[src/rtl/hazard_if.sv]
// hazard_if: ID-stage instruction info in, forwarding selects and stall controls out
interface hazard_if;
  logic        id_valid;
  logic [4:0]  id_rs1;
  logic [4:0]  id_rs2;
  logic        id_re1;
  logic        id_re2;
  logic [4:0]  id_rd;
  logic        id_we;
  logic        id_is_load;
  logic        flush;
  logic [1:0]  rD1_sel;
  logic [1:0]  rD2_sel;
  logic        stall_pc;
  logic        stall_if_id;
  logic        flush_id_ex;
  logic [31:0] stall_cnt;
  modport master (
    output id_valid, id_rs1, id_rs2, id_re1, id_re2, id_rd, id_we, id_is_load, flush,
    input  rD1_sel, rD2_sel, stall_pc, stall_if_id, flush_id_ex, stall_cnt
  );
  modport slave (
    input  id_valid, id_rs1, id_rs2, id_re1, id_re2, id_rd, id_we, id_is_load, flush,
    output rD1_sel, rD2_sel, stall_pc, stall_if_id, flush_id_ex, stall_cnt
  );
endinterface

[src/rtl/hazard_ctrl.sv]
// hazard_ctrl: EX/MEM forwarding selects and one-cycle load-use stall (stall counter under HAZARD_STALL_CNT_EN)
module hazard_ctrl (
  input  logic     clk,
  input  logic     rst,
  hazard_if.slave  hz
);
  localparam logic [1:0] NO_HAZARD       = 2'b00;
  localparam logic [1:0] HAZARD_1        = 2'b01;
  localparam logic [1:0] HAZARD_2        = 2'b10;
  localparam logic [1:0] LOAD_USE_HAZARD = 2'b11;
  typedef enum logic {RUN, STALL} state_t;
  state_t     state_q, state_d;
  logic       ex_v_q, ex_we_q, ex_ld_q, mem_v_q, mem_we_q, mem_ld_q;
  logic [4:0] ex_rd_q, mem_rd_q;
  logic [1:0] sel1_q, sel2_q, sel1_d, sel2_d, mem_sel;
  logic       ex1, ex2, mem1, mem2, lu, stall, fid, bubble;
  function automatic logic hit(input logic re, input logic [4:0] rs, input logic v,
                               input logic we, input logic [4:0] rd);
    return re && rs != 5'd0 && v && we && rd == rs;
  endfunction
  always_comb begin
    ex1     = hit(hz.id_re1, hz.id_rs1, ex_v_q, ex_we_q, ex_rd_q);
    ex2     = hit(hz.id_re2, hz.id_rs2, ex_v_q, ex_we_q, ex_rd_q);
    mem1    = hit(hz.id_re1, hz.id_rs1, mem_v_q, mem_we_q, mem_rd_q);
    mem2    = hit(hz.id_re2, hz.id_rs2, mem_v_q, mem_we_q, mem_rd_q);
    lu      = hz.id_valid && ex_v_q && ex_ld_q && (ex1 || ex2);
    stall   = !rst && !hz.flush && lu && state_q == RUN;
    fid     = !rst && (hz.flush || lu);
    bubble  = fid || !hz.id_valid;
    mem_sel = (state_q == STALL && mem_ld_q) ? LOAD_USE_HAZARD : HAZARD_2;
    sel1_d  = bubble ? NO_HAZARD : ex1 ? HAZARD_1 : mem1 ? mem_sel : NO_HAZARD;
    sel2_d  = bubble ? NO_HAZARD : ex2 ? HAZARD_1 : mem2 ? mem_sel : NO_HAZARD;
    state_d = stall ? STALL : RUN;
  end
  always_ff @(posedge clk) begin
    if (rst) begin
      state_q  <= RUN;
      ex_v_q   <= 1'b0;
      ex_we_q  <= 1'b0;
      ex_ld_q  <= 1'b0;
      ex_rd_q  <= 5'd0;
      mem_v_q  <= 1'b0;
      mem_we_q <= 1'b0;
      mem_ld_q <= 1'b0;
      mem_rd_q <= 5'd0;
      sel1_q   <= NO_HAZARD;
      sel2_q   <= NO_HAZARD;
    end else begin
      state_q  <= state_d;
      ex_v_q   <= !bubble;
      ex_we_q  <= hz.id_we;
      ex_ld_q  <= hz.id_is_load;
      ex_rd_q  <= hz.id_rd;
      mem_v_q  <= ex_v_q;
      mem_we_q <= ex_we_q;
      mem_ld_q <= ex_ld_q;
      mem_rd_q <= ex_rd_q;
      sel1_q   <= sel1_d;
      sel2_q   <= sel2_d;
    end
  end
  assign hz.rD1_sel     = sel1_q;
  assign hz.rD2_sel     = sel2_q;
  assign hz.stall_pc    = stall;
  assign hz.stall_if_id = stall;
  assign hz.flush_id_ex = fid;
`ifdef HAZARD_STALL_CNT_EN
  logic [31:0] cnt_q;
  always_ff @(posedge clk) begin
    if (rst) cnt_q <= '0;
    else if (stall && !(&cnt_q)) cnt_q <= cnt_q + 32'd1;
  end
  assign hz.stall_cnt = cnt_q;
`else
  assign hz.stall_cnt = '0;
`endif
endmodule

[src/flat_wrapper.sv]
// flat-port wrapper written by rule: the top's interface ports become plain ports
module hazard_ctrl_flat 
  (clk, rst, hz_id_valid, hz_id_rs1, hz_id_rs2, hz_id_re1, hz_id_re2, hz_id_rd, hz_id_we, hz_id_is_load, hz_flush, hz_rD1_sel, hz_rD2_sel, hz_stall_pc, hz_stall_if_id, hz_flush_id_ex, hz_stall_cnt);
  hazard_if hz_i ();
  input  logic clk;
  input  logic rst;
  input wire logic [$bits(hz_i.id_valid)-1:0] hz_id_valid;
  input wire logic [$bits(hz_i.id_rs1)-1:0] hz_id_rs1;
  input wire logic [$bits(hz_i.id_rs2)-1:0] hz_id_rs2;
  input wire logic [$bits(hz_i.id_re1)-1:0] hz_id_re1;
  input wire logic [$bits(hz_i.id_re2)-1:0] hz_id_re2;
  input wire logic [$bits(hz_i.id_rd)-1:0] hz_id_rd;
  input wire logic [$bits(hz_i.id_we)-1:0] hz_id_we;
  input wire logic [$bits(hz_i.id_is_load)-1:0] hz_id_is_load;
  input wire logic [$bits(hz_i.flush)-1:0] hz_flush;
  output wire logic [$bits(hz_i.rD1_sel)-1:0] hz_rD1_sel;
  output wire logic [$bits(hz_i.rD2_sel)-1:0] hz_rD2_sel;
  output wire logic [$bits(hz_i.stall_pc)-1:0] hz_stall_pc;
  output wire logic [$bits(hz_i.stall_if_id)-1:0] hz_stall_if_id;
  output wire logic [$bits(hz_i.flush_id_ex)-1:0] hz_flush_id_ex;
  output wire logic [$bits(hz_i.stall_cnt)-1:0] hz_stall_cnt;
  assign hz_i.id_valid = hz_id_valid;
  assign hz_i.id_rs1 = hz_id_rs1;
  assign hz_i.id_rs2 = hz_id_rs2;
  assign hz_i.id_re1 = hz_id_re1;
  assign hz_i.id_re2 = hz_id_re2;
  assign hz_i.id_rd = hz_id_rd;
  assign hz_i.id_we = hz_id_we;
  assign hz_i.id_is_load = hz_id_is_load;
  assign hz_i.flush = hz_flush;
  assign hz_rD1_sel = hz_i.rD1_sel;
  assign hz_rD2_sel = hz_i.rD2_sel;
  assign hz_stall_pc = hz_i.stall_pc;
  assign hz_stall_if_id = hz_i.stall_if_id;
  assign hz_flush_id_ex = hz_i.flush_id_ex;
  assign hz_stall_cnt = hz_i.stall_cnt;
  hazard_ctrl u_core (.clk(clk), .rst(rst), .hz(hz_i));
endmodule
[config.mk]
export PLATFORM = sky130hd
export DESIGN_NAME = hazard_ctrl_flat
export DESIGN_NICKNAME = d
export VERILOG_FILES = /design/src/rtl/hazard_if.sv /design/src/rtl/hazard_ctrl.sv /design/src/flat_wrapper.sv
export SDC_FILE = /design/constraint.sdc
export NUM_CORES = 1
export LEC_CHECK = 0
export CORE_MARGIN = 5
export CORE_UTILIZATION = 40
export CTS_CLUSTER_SIZE = 30
export DETAILED_ROUTE_END_ITERATION = 6
export HOLD_SLACK_MARGIN = 0.03
export PLACE_DENSITY = 0.82
export SLEW_MARGIN = 20
export SYNTH_ARGS = -nofsm -noshare
export SYNTH_HDL_FRONTEND = slang
export SYNTH_SLANG_ARGS = --single-unit
[constraint.sdc]
create_clock -name clk -period 2.8 [get_ports clk]
set_input_delay 0.42 -clock clk [delete_from_list [all_inputs] [get_ports clk]]
set_output_delay 0.42 -clock clk [all_outputs]
set_load 0.01 [all_outputs]
==> run metrics, run 1 <==
status finished clean; Final Util 54.12%; grt ovf 0; Max Clock Skew 0.002904 ns; post-route cell area 1505 µm²; Die Footprint 4095 µm²; antenna-violating nets left 0; share of the synthesized area in the top cell type 36.05%; Synth Cell Area 1166 µm²; Hold Crit Class reg -> reg; Design Power 0.5739 mW; Routed WL per cell 12.34 µm; pin count of the biggest net entering global routing 16; Area after DPL 1450 µm²; crit path max fanout 3; post-synthesis async set-or-reset flop share 0%; CTS tree built; Post-Layout Cell Count 196; Worst setup SP type input port; main area contributors after synthesis dfxtp_1 (36%), buf_4 (21%), xnor2_1 (15%); leading area contributor after synthesis dfxtp_1; #FFs+latches synth 21; CP Cell Sequence clkdlybuf4s50_1 > or4_4 > o21ai_4 > nor3_2 > o21a_4 > and3b_2 > dlygate4sd2_1; Yosys cell types 22; Die Wd 64.00 µm; DR vias/cell 4.327; Pwr Density 381.3 nW/µm²; clk buf depth 2; H-Tree Depth 1; # Max-Cap Violations 0; Slew Viols, Final 0; Critical Path Max Stage Delay 0.53 ns; Peak Freq 0.3678 GHz; CP Data Required Time 2.38 ns; core area 2781 µm²; Global Route Usage Sum 11.14%; initial core utilization 41.93%; Final Hold Fails 0; Post-synth top flop dfxtp_1; CTS Buf Count 3; clk slew on worst S/H paths 0.10 ns; CP endpoint kind output port; Mapped Cells 123; RSZ-0062 raised after global routing false; Pint 0.4249 mW; Slowest-stage cell, CP or4_4; Worst Hold End u_core.mem_ld_q; number of flops mapped to enable cells by yosys 0; worst hold-check slack 0.4702 ns; initial antenna violation count 0; DRT Pass-1 Iters 4; Diodes inserted 0; DR iter-0 viols 12; first-pass GRT wire length 3705 µm; vias in the first global route 862; nets@finish 189; worst reg-to-reg setup slack 1.28 ns; reg2reg path depth 6; fin crit share 97.11%; hold path startpoint u_core.ex_ld_q; reg2reg end u_core.state_q; port bufs 29; Worst Path Buf+Inv 2; Yosys Warn Count 0; Net Sw Frac 25.96%; CTS hold repair buffers 0; Worst setup startpoint hz_id_rs2[3]; Peak supply drop 0.3386 mV; Clk pwr share 24.1%; syn_area_per_cell 9.481 µm²; worst path arrival time 2.30 ns; switching pwr 0.1490 mW; RR Startpoint u_core.ex_rd_q[0]; final WL 2419 µm; dpl hpwl 2006 µm; postcts setup bufs 0; Seq/Total Area, Yosys 36.05%; IO Count 62; crit path time final 2.719 ns; share of layout cells above drive strength 1 16.36%; P_leak 0.6223 nW; delay-heaviest family, CP simple AND/OR/NAND/NOR gates; CP Class in -> out; num rows 19; drc violations 0; RePlAce Congestion 0.9012; Reg power frac 55.6%; Final setup viols 0; Inst Count DP 192; via count 848; Hold Path Depth 1; combinational share of power 20.3%; clk sinks 21; Root Buffer clkbuf_4; worst-skew pair later-pin latency 0.30 ns; Die Y 64.00 µm; area grow syn2layout 29.08%
-- synth_stat cells (2+ instances only) --
cell type	number
nor2_1	2
nor2b_1	15
dfxtp_1	21
nand4_1	4
o21ai_2	2
xnor2_1	20
and3b_2	2
nand3_1	4
buf_4	33
a31oi_1	2
nand2_1	3
nor3_1	5
-- how the worst max path moves through the flow --
stage,cells past startpoint,endpoint,slack (ns)
after detailed placement,7,hz_stall_if_id,-0.24
after floorplan,6,hz_stall_pc,0.63
final,7,hz_stall_pc,0.08
after global routing,7,hz_stall_pc,0.008
after CTS,7,hz_stall_if_id,0.02
after global placement,7,hz_stall_if_id,-0.19
-- flip-flops by register name, indices dropped and copies added, names as in the netlist --
name / flops
u_core.mem_v_q: 1
u_core.mem_we_q: 1
u_core.ex_v_q: 1
u_core.hz.rD2_sel: 2
u_core.ex_rd_q: 5
u_core.state_q: 1
u_core.mem_rd_q: 5
u_core.mem_ld_q: 1
u_core.ex_ld_q: 1
u_core.hz.rD1_sel: 2
u_core.ex_we_q: 1
-- placed cells by master, fill, tap and decap left out, drive strengths merged, types with 3 or more instances in the layout --
cell           count
conb              32
dlygate4sd2        3
clkbuf             3
clkdlybuf4s50     22
dfxtp             21
xnor2             20
buf               12
nand4              4
dlymetal6s2s       3
nor2b             15
nand2              3
nand3              4
nor3               6
-- through the flow --
stage	setup slack (ns)	setup TNS [ns]
6_report	0.08082	0
5_1_grt	0.007640	0
4_1_cts	0.02023	0
3_5_place_dp	-0.2431	-0.7003
3_3_place_gp	-0.1857	-0.5438
2_1_floorplan	0.6256	0
-- cells by family after synthesis --
family          share of synthesized area (%)
other cells                            0.3216
buf+inv                                 21.57
simple gates                            22.32
flops                                   36.05
compound gates                          4.721
xor+xnor                                15.02
-- layout make-up --
type	count	area (µm²)
tap	31	38.79
sequential	21	420.4
timing repair buffer	41	384.1
clock buffer	3	22.52
multi-input combinational	99	634.4
fill	243	1276
clock inverter	1	5.005
-- per-layer routing --
layer  global-route usage, %  wire length [µm]
met1                   11.90               888
met4                   4.675                38
met5                       0                 0
met3                   2.627               196
met2                   20.60              1295
-- power by group through the flow --
stage,sequential (mW),clock (mW),combinational (mW)
final,0.319,0.138,0.117
after global routing,0.320,0.156,0.128
after CTS,0.319,0.143,0.114
after detailed placement,0.326,0,0.114
after global placement,0.325,0,0.111
after floorplan,0.323,0,0.0904
-- worst register-to-register path, stage by stage (launching register included) --
cell	delay, ns
dfxtp_1	0.42
xnor2_1	0.14
nand4_1	0.16
nor3_2	0.31
o21a_4	0.17
buf_4	0.12
and3b_2	0.16
-- timing repair --
| action | CTS | global route |
|---|---|---|
| setup endpoints to repair | 3 | 3 |
| pin swaps | 0 | 2 |
| resized for setup | 5 | 7 |
(Power assumes the default switching activity.)
==> run 2, diff against run 1 <==
--- a/config.mk
+++ b/config.mk
@@ -6,11 +6,11 @@
 export NUM_CORES = 1
 export LEC_CHECK = 0
 export CORE_MARGIN = 5
-export CORE_UTILIZATION = 40
+export CORE_UTILIZATION = 42
 export CTS_CLUSTER_SIZE = 30
 export DETAILED_ROUTE_END_ITERATION = 6
 export HOLD_SLACK_MARGIN = 0.03
-export PLACE_DENSITY = 0.82
+export PLACE_DENSITY = 0.85
 export SLEW_MARGIN = 20
 export SYNTH_ARGS = -nofsm -noshare
 export SYNTH_HDL_FRONTEND = slang
==> run 2 against run 1 <==
Critical path depth stayed put. Clock power about the same. Clock-buffer cell count increased by 1.
==> run metrics, run 2 (same netlist as run 1, synthesis figures left out) <==
status finished clean; crit path time final 2.736 ns (+0.01697 ns); IO Count 62 (unchanged); area grow syn2layout 29.94%; initial core utilization 43.03% (+1.1 points); Inst Count DP 194 (+1.0%); DR vias/cell 4.424 (+2.3%); Design Power 0.5730 mW (-0.16%); Largest regs u_core.ex_rd_q: 5 flops, u_core.mem_rd_q: 5 flops; clk slew on worst S/H paths 0.11 ns (about the same); H-Tree Depth 1 (unchanged); first-pass GRT wire length 3905 µm (+5.4%); CP Cell Sequence clkdlybuf4s50_1 > or4_4 > o21ai_4 > nor3_2 > o21a_4 > and3b_2 > clkdlybuf4s15_1; fin crit share 97.72% (+0.61 points); crit path max fanout 3 (unchanged); Peak Freq 0.3655 GHz (-0.62%); Die Footprint 3930 µm² (-4.0%); Peak supply drop 0.2453 mV (-28%); Post-Layout Cell Count 198 (+1.0%); share of layout cells above drive strength 1 16.77% (+0.40 points); grt ovf 0 (unchanged); Pwr Density 378.1 nW/µm² (-0.82%); setup_tns 0 ns (unchanged); most frequent cells in the layout conb_1 (32), clkdlybuf4s50_1 (26), dfxtp_1 (21), xnor2_1 (20), nor2b_1 (15); worst-skew pair later-pin latency 0.29 ns (about the same); Worst setup SP type input port; Diodes inserted 0 (unchanged); CP endpoint kind output port; commonest non-fill, non-tap cell in the layout conb_1; initial antenna violation count 0 (unchanged); Die Y 62.69 µm (-2.0%); CP Class in -> out; antenna-violating nets left 0 (unchanged); Global Route Usage Sum 12.30% (+1.2 points); CP Data Required Time 2.38 ns (about the same); Slowest-stage cell, CP or4_4; nets@finish 191 (+1.1%); Routed WL per cell 12.45 µm (+0.91%); RePlAce Congestion 0.8433 (-6.4%); Clk pwr share 23.6% (-0.5 points); post-route cell area 1515 µm² (+0.67%); combinational share of power 20.8% (+0.5 points); Area after DPL 1465 µm² (+1.0%); Pint 0.4292 mW (+1.0%); port bufs 29 (unchanged); # Max-Cap Violations 0 (unchanged); clk buf depth 2 (unchanged); clk sinks 21 (unchanged); drc violations 0 (unchanged); Slew Viols, Final 0 (unchanged); switching pwr 0.1437 mW (-3.5%); num rows 19 (unchanged); Net Sw Frac 25.09% (-0.87 points); DRT Pass-1 Iters 4 (unchanged); Root Buffer clkbuf_4; core area 2710 µm² (-2.6%); Final setup viols 0 (unchanged); CTS Buf Count 3 (unchanged); RSZ-0062 raised after global routing false; postcts setup bufs 0 (unchanged); final WL 2466 µm (+1.9%); Final Hold Fails 0 (unchanged); Max Clock Skew 0.004810 ns (+0.001906 ns); DR iter-0 viols 16 (+4); Reg power frac 55.6% (about the same); pin count of the biggest net entering global routing 16 (unchanged); Die Wd 62.69 µm (-2.0%); dpl hpwl 2074 µm (+3.4%); worst path arrival time 2.32 ns (+0.02 ns); via count 876 (+3.3%); Hold Crit Class reg -> reg; Critical Path Max Stage Delay 0.56 ns (+0.03 ns); P_leak 0.5952 nW (-4.4%); CTS tree built; vias in the first global route 878 (+1.9%)
run 2: cell type report:
class / count / area, µm²
Sequential cell: 21 / 420.4
Tap cell: 31 / 38.79
Multi-Input combinational cell: 99 / 634.4
Timing Repair Buffer: 43 / 395.4
Fill cell: 263 / 1195
Clock buffer: 4 / 26.28
run 2: final timing paths:
path	startpoint	cells after the start	endpoint	slack (ns)
max reg2reg	u_core.ex_rd_q[3]	6	u_core.hz.rD2_sel[1]	1.31
min reg2reg	u_core.ex_ld_q	1	u_core.mem_ld_q	0.48
min	u_core.ex_ld_q	1	u_core.mem_ld_q	0.48
max	hz_id_rs2[2]	7	hz_stall_if_id	0.06
run 2: metal layers:
layer / global-route usage, % / vias to the layer above / routed length [µm]
li1: - / 433 / -
met3: 3.058 / 10 / 184
met2: 21.89 / 48 / 1306
met5: 0 / - / 0
met4: 5.836 / 0 / 71
met1: 13.44 / 385 / 904
run 2: worst max-delay path, delay by kind of cell:
| family | cells | cell delay (ns) |
|---|---|---|
| AOI/OAI and AO/OA | 2 | 0.40 |
| buffers and inverters | 2 | 0.66 |
| and+or+nand+nor | 3 | 0.84 |
run 2: power groups by stage:
stage | sequential [mW] | combinational (mW) | clock, mW
floorplan | 0.323 | 0.0904 | 0
global placement | 0.325 | 0.112 | 0
detailed placement | 0.325 | 0.115 | 0
CTS | 0.318 | 0.115 | 0.139
global route | 0.320 | 0.130 | 0.153
finish | 0.318 | 0.119 | 0.135
run 2: repair_timing:
item                                    in CTS  in global routing
pin swaps                                    0                  3
cloned                                       0                  0
gates resized for setup                      4                  6
hold buffers                                 0                  0
endpoints found under the setup margin       3                  3
run 2: stage by stage:
stage / utilization (%) / hold slack (ns) / setup slack [ns]
2_1_floorplan: - / 0.4305 / 0.6256
3_3_place_gp: 54.06 / 0.4512 / -0.1289
3_5_place_dp: 54.06 / 0.4572 / -0.1937
4_1_cts: 55.03 / 0.4738 / 0.01495
5_1_grt: 55.91 / 0.4910 / 0.0004434
6_report: 55.91 / 0.4753 / 0.06385
